$ cat src/rtl/filter_rx_pkg.sv
// Shared definitions for the filter receive path.
// Holds the default data width, buffer depth and error counter width used by
// both the upstream filter and filter_rx, plus the even-parity helper that
// both sides must compute identically.
package filter_rx_pkg;

  localparam int unsigned DefWidth = 16;
  localparam int unsigned DefDepth = 4;
  localparam int unsigned DefCntW  = 8;

  // Widest word the parity helper accepts; narrower words are zero-extended,
  // which leaves the XOR-reduction unchanged.
  localparam int unsigned MaxWidth = 64;

  // Even parity: the parity bit equals the XOR of all data bits.
  function automatic logic calc_parity(input logic [MaxWidth-1:0] data);
    return ^data;
  endfunction

endpackage

$ cat src/rtl/filter_rx_fifo.sv
// Receive buffer for filter_rx: a DEPTH-entry circular FIFO.
// Ports:
//   clk, rst  - clock, asynchronous active-low reset
//   i_push    - write i_data this edge (ignored when full unless popping too)
//   i_pop     - advance the head this edge (ignored when empty)
//   i_data    - word to write
//   o_data    - head-of-buffer word (reads 0 after reset until first push)
//   o_count   - occupancy, 0..DEPTH
//   o_full    - occupancy == DEPTH
//   o_empty   - occupancy == 0
module filter_rx_fifo
  import filter_rx_pkg::*;
#(
  parameter int unsigned WIDTH  = DefWidth,
  parameter int unsigned DEPTH  = DefDepth,
  parameter int unsigned CountW = $clog2(DefDepth + 1)
) (
  input  logic              clk,
  input  logic              rst,
  input  logic              i_push,
  input  logic              i_pop,
  input  logic [WIDTH-1:0]  i_data,
  output logic [WIDTH-1:0]  o_data,
  output logic [CountW-1:0] o_count,
  output logic              o_full,
  output logic              o_empty
);

  localparam int unsigned PtrW = $clog2(DEPTH);

  logic [WIDTH-1:0]  r_mem [DEPTH];
  logic [PtrW-1:0]   r_wr_ptr;
  logic [PtrW-1:0]   r_rd_ptr;
  logic [CountW-1:0] r_count;

  logic w_do_push;
  logic w_do_pop;

  assign o_full  = (r_count == CountW'(DEPTH));
  assign o_empty = (r_count == '0);

  // A push into a full buffer is only legal when the head leaves the same edge.
  assign w_do_pop  = i_pop & ~o_empty;
  assign w_do_push = i_push & (~o_full | w_do_pop);

  // DEPTH is a power of two, so pointer overflow wraps modulo DEPTH.
  always_ff @(posedge clk or negedge rst) begin
    if (!rst) begin
      r_mem    <= '{default: '0};
      r_wr_ptr <= '0;
      r_rd_ptr <= '0;
      r_count  <= '0;
    end else begin
      if (w_do_push) begin
        r_mem[r_wr_ptr] <= i_data;
        r_wr_ptr        <= r_wr_ptr + PtrW'(1);
      end
      if (w_do_pop) begin
        r_rd_ptr <= r_rd_ptr + PtrW'(1);
      end
      r_count <= r_count + CountW'(w_do_push) - CountW'(w_do_pop);
    end
  end

  assign o_data  = r_mem[r_rd_ptr];
  assign o_count = r_count;

endmodule

$ cat src/rtl/filter_rx.sv
// Receiver for words from the upstream filter.
// Checks even parity on each valid word, buffers good words in arrival order
// and tracks dropped words.
// Ports:
//   clk, rst    - clock, asynchronous active-low reset
//   y_data      - word from upstream (no backpressure)
//   y_valid     - y_data/y_parity valid this cycle
//   y_parity    - even parity bit for y_data
//   out_data    - head-of-buffer word
//   out_valid   - buffer non-empty
//   out_ready   - consumer accepts out_data when out_valid
//   err_clr     - clears err_count, parity_err, overflow
//   err_count   - saturating count of parity drops
//   parity_err  - sticky: any parity drop since clear
//   overflow    - sticky: any full-buffer drop since clear
//   full        - buffer holds DEPTH words
module filter_rx
  import filter_rx_pkg::*;
#(
  parameter int unsigned WIDTH = DefWidth,
  parameter int unsigned DEPTH = DefDepth,
  parameter int unsigned CNT_W = DefCntW
) (
  input  logic             clk,
  input  logic             rst,
  input  logic [WIDTH-1:0] y_data,
  input  logic             y_valid,
  input  logic             y_parity,
  output logic [WIDTH-1:0] out_data,
  output logic             out_valid,
  input  logic             out_ready,
  input  logic             err_clr,
  output logic [CNT_W-1:0] err_count,
  output logic             parity_err,
  output logic             overflow,
  output logic             full
);

  localparam int unsigned      CountW = $clog2(DEPTH + 1);
  localparam logic [CNT_W-1:0] CntMax = '1;

  logic [MaxWidth-1:0] w_data_ext;
  logic                w_parity_ok;
  logic                w_good;
  logic                w_bad;
  logic                w_pop;
  logic                w_drop;
  logic                w_full;
  logic                w_empty;
  logic [CountW-1:0]   w_count;

  logic [CNT_W-1:0] r_err_count;
  logic             r_parity_err;
  logic             r_overflow;

  assign w_data_ext  = MaxWidth'(y_data);
  assign w_parity_ok = (y_parity == calc_parity(w_data_ext));
  assign w_good      = y_valid & w_parity_ok;
  assign w_bad       = y_valid & ~w_parity_ok;
  assign w_pop       = out_ready & ~w_empty;
  // Full and nothing leaving: the good word has nowhere to go.
  assign w_drop      = w_good & w_full & ~w_pop;

  filter_rx_fifo #(
    .WIDTH  (WIDTH),
    .DEPTH  (DEPTH),
    .CountW (CountW)
  ) u_fifo (
    .clk     (clk),
    .rst     (rst),
    .i_push  (w_good),
    .i_pop   (w_pop),
    .i_data  (y_data),
    .o_data  (out_data),
    .o_count (w_count),
    .o_full  (w_full),
    .o_empty (w_empty)
  );

  assign out_valid = (w_count != '0);
  assign full      = w_full;

  // A same-edge error event takes priority over err_clr.
  always_ff @(posedge clk or negedge rst) begin
    if (!rst) begin
      r_err_count  <= '0;
      r_parity_err <= 1'b0;
      r_overflow   <= 1'b0;
    end else begin
      if (w_bad) begin
        if (err_clr) begin
          r_err_count <= CNT_W'(1);
        end else if (r_err_count != CntMax) begin
          r_err_count <= r_err_count + CNT_W'(1);
        end
        r_parity_err <= 1'b1;
      end else if (err_clr) begin
        r_err_count  <= '0;
        r_parity_err <= 1'b0;
      end

      if (w_drop) begin
        r_overflow <= 1'b1;
      end else if (err_clr) begin
        r_overflow <= 1'b0;
      end
    end
  end

  assign err_count  = r_err_count;
  assign parity_err = r_parity_err;
  assign overflow   = r_overflow;

endmodule

$ cat config.mk
export PLATFORM = sky130hd
export DESIGN_NAME = filter_rx
export DESIGN_NICKNAME = d
export VERILOG_FILES = /design/src/rtl/filter_rx_pkg.sv /design/src/rtl/filter_rx_fifo.sv /design/src/rtl/filter_rx.sv
export SDC_FILE = /design/constraint.sdc
export NUM_CORES = 1
export LEC_CHECK = 0
export ABC_AREA = 1
export ABC_CLOCK_PERIOD_IN_PS = 2800
export CELL_PAD_IN_SITES_DETAIL_PLACEMENT = 1
export CELL_PAD_IN_SITES_GLOBAL_PLACEMENT = 1
export CORE_UTILIZATION = 42
export CTS_CLUSTER_DIAMETER = 80
export DETAILED_ROUTE_END_ITERATION = 12
export GPL_TIMING_DRIVEN = 0
export PLACE_DENSITY = 0.85
export SYNTH_ARGS = -nofsm -noshare
export SYNTH_HDL_FRONTEND = slang
export SYNTH_HIERARCHICAL = 1
export SYNTH_SLANG_ARGS = --single-unit
export TNS_END_PERCENT = 30
$ cat constraint.sdc
create_clock -name clk -period 2.8 [get_ports clk]
set_clock_uncertainty 0.15 [all_clocks]
set_input_delay 0.84 -clock clk [delete_from_list [all_inputs] [get_ports clk]]
set_output_delay 0.84 -clock clk [all_outputs]
set_load 0.005 [all_outputs]
==> results.py <==
metrics = {
    "timing": {
        "maxSlewViolCount": 0,
        "final_hold_viol_count": 0,
        "fin_ws_ps": -43.1,
        "clock.fmax_mhz": 352,
        "whs_ps": 237,
        "relSlewSlack": 0.593,
        "min_period_ps": 2840,
        "min_period_over_period": 1.02,
        "rsz0062_at_grt": "yes",
        "setup_viol_count_final": 2,
        "finalSetupTns_ps": -68.9,
        "tightest_slew_ps": 611,
    },
    "worst_setup_path": {
        "endpoint_kind": "flop",
        "critPathKind": "in -> reg",
        "worst_ep_required_time_ps": 2920,
        "worstReg2RegStart": "u_fifo/o_count[0]",
        "cp-start-kind": "input pin",
        "critPathArrivalTime_ps": 2960,
        "startpoint": "y_data[10]",
        "worstPathMaxFanout": 7,
    },
    "clock_tree": {
        "clock_sink_count": 81,
        "hold_buffers": 0,
        "root_buffer": "clkbuf_8",
        "clk_latency_ps": 380,
        "cts_tree": "done",
        "ctsLongestPathBuffers": 2,
        "cts_buffers": 9,
        "htree_levels": 3,
        "cts.clk_slew.worst_paths_ps": 80,
    },
    "floorplan": {
        "dieArea_mm2": 0.0111,
        "initial_core_util": 0.434,
        "die_y_um": 105,
        "die_w_um": 105,
        "num_rows": 37,
        "core-area_mm2": 0.0103,
        "ios": 50,
    },
    "synth": {
        "synth_top_area_frac": 0.452,
        "yosys_warnings": 6,
        "synth_top_area_cell": "dfrtp_1",
        "ys_ff_latch": 81,
        "avgSynthCellArea_um2": 7.79,
        "ys_seq_area_frac": 0.452,
        "synth_cells": 575,
        "synth_nets": 605,
        "ys_types": 33,
        "synth.cell_area_mm2": 0.00448,
        "synth_area_leaders": "dfrtp_1 (45%), nand2_1 (17%), nand4_1 (8.9%)",
    },
    "cells_and_area": {
        "drive_above_1_share": 0.227,
        "insertedDiodeCount": 0,
        "layout.cells.non_filler": 787,
        "utilization": 0.575,
        "nFillCells": 1211,
        "final_area_mm2": 0.00593,
        "multi_input_area_mm2": 0.00240,
        "fin_nets": 677,
        "regArea_mm2": 0.00203,
        "area_growth_pct": 32.4,
    },
    "drt": {
        "wire_per_inst_um": 20.2,
        "detail-route-antenna-nets": 0,
        "first_pass_iters": 5,
        "dr.first_iter.drc_count": 231,
        "via_per_inst": 5.84,
        "vias": 4596,
        "drc": 0,
        "drt-total-wl_mm": 15.9,
    },
    "power": {
        "peakVddDrop_mv": 0.439,
        "p_leak_nw": 2.98,
        "powerDensity_mw_per_mm2": 966,
    },
    "place": {
        "dpl_cell_area_mm2": 0.00523,
        "dpl.hpwl_mm": 10.4,
        "routabilityCongestion": 0.858,
        "port_buffers": 48,
        "placedCellCount": 760,
    },
    "flow_run": {
        "maxCapViolCount": 0,
    },
    "hold_path": {
        "holdCritPathClass": "in -> async",
    },
    "global_route": {
        "grt_pass1_vias": 4775,
        "grt_antenna_before_repair": 0,
        "grt_max_degree": 56,
        "grt_overflow": 0,
        "grt_usage": 0.290,
        "grt_pass1_wl_mm": 24.5,
    },
    "outcome": {
        "status": "complete, but fails checks",
        "violations": "negative setup slack",
    },
}
## layer usage
layer  global-route usage  vias up  part of all wire
met5                    0        -                 0
met4                0.142        0             0.029
met3               0.0383       39             0.059
met2                0.505      198              0.51
met1                0.354     2311              0.40
li1                     -     2048                 -
## repair_timing
action	CTS	global route
setup endpoints to repair	85	49
gates resized for setup	174	70
pin swaps	21	27
setup buffers	6	6
## per-stage QoR
step	setup slack, ps	total power, mW
after floorplan	-264	3.44
after global routing	-149	6.10
after detailed placement	-1310	4.65
final	-43.1	5.73
after CTS	-132	5.55
after global placement	-2260	4.48
## state kept, by name, summed over array words and instances (netlist names)
| name | cells |
|---|---|
| u_fifo/r_wr_ptr | 2 |
| u_fifo/r_mem | 64 |
| overflow | 1 |
| u_fifo/r_rd_ptr | 2 |
| u_fifo/o_count | 3 |
| err_count | 8 |
| parity_err | 1 |
## critical path: stages
cell and delay, ps:
buf_12 130, clkinv_8 50, nand2_4 40, nand2_4 80, nand2_4 70, nand2_4 70, nand2_4 60, nand2_4 80
nand2_4 60, nand2_4 70, nand2_4 60, a21boi_4 160, buf_6 130, buf_8 90, nand2_4 40, ha_4 260
inv_2 30, ha_4 150, fa_2 360, xnor2_2 130
## power breakdown
group          leakage [nW]  internal [mW]  total [mW]  switching, mW
registers              1.03           1.65        1.96          0.315
logic                  1.86           1.20        2.94           1.74
clock network        0.0915          0.390       0.833          0.443
total                  2.98           3.24        5.73           2.50
## layout make-up
cell class | count | share of cell area
Tap cell | 136 | 0.0287
Clock inverter | 2 | 0.00211
Multi-Input combinational cell | 424 | 0.404
Sequential cell | 81 | 0.342
Buffer | 39 | 0.0542
Clock buffer | 13 | 0.0285
Inverter | 31 | 0.0323
Timing Repair Buffer | 61 | 0.108
## cells in the final DEF (no fill, tap or decap), drive strengths merged
cell | synthesis | routed
ha | 7 | 7
clkinv | 0 | 6
or2 | 1 | 1
nor3 | 1 | 1
dlymetal6s2s | 0 | 1
a21boi | 1 | 1
buf | 27 | 55
clkinvlp | 0 | 1
dlygate4sd2 | 0 | 16
nor3b | 1 | 1
xnor2 | 7 | 7
xor2 | 6 | 6
nand3b | 1 | 1
fa | 1 | 1
or3 | 1 | 1
inv | 31 | 26
clkdlybuf4s50 | 0 | 14
o21bai | 1 | 1
o22ai | 16 | 16
nand2 | 214 | 214
dfrtp | 81 | 81
nand4 | 65 | 65
o21ai | 34 | 34
nor2 | 45 | 45
clkbuf | 12 | 27
nand3 | 22 | 22
## logic make-up after synthesis
| kind of cell | count (synthesis) | synth area share |
|---|---|---|
| buffers and inverters | 70 | 0.0729 |
| xor gates and xnor gates | 13 | 0.0254 |
| DFF | 81 | 0.452 |
| and+or+nand+nor | 351 | 0.361 |
| AOI/OAI and AO/OA | 52 | 0.0645 |
| adders and majority gates | 8 | 0.0240 |
## cell usage after synthesis
cell and number:
a21boi_2 1, buf_1 7, buf_2 12, buf_4 4, buf_6 4, clkbuf_1 11
clkbuf_2 1, dfrtp_1 81, fa_1 1, ha_1 7, inv_1 27, inv_2 3
inv_4 1, nand2_1 205, nand2_2 6, nand2_4 3, nand3_1 14, nand3_2 8
nand3b_1 1, nand4_1 64, nand4_4 1, nor2_1 44, nor2_2 1, nor3_1 1
nor3b_1 1, o21ai_0 21, o21ai_1 13, o21bai_1 1, o22ai_1 16, or2_1 1
or3_1 1, xnor2_1 7, xor2_1 6
## final timing paths
kind                       slack (ps)  depth (start not counted)           endpoint
hold reg to reg                   330                          2   u_fifo/r_mem[42]
max in group asynchronous        1660                          2   u_fifo/r_mem[18]
setup / recovery                  -40                         20  u_fifo/o_count[2]
hold / removal                    240                          1   u_fifo/r_mem[52]
setup reg to reg                  230                         13  u_fifo/o_count[2]
min in group clk                  330                          2   u_fifo/r_mem[42]
(Power assumes the default switching activity.)
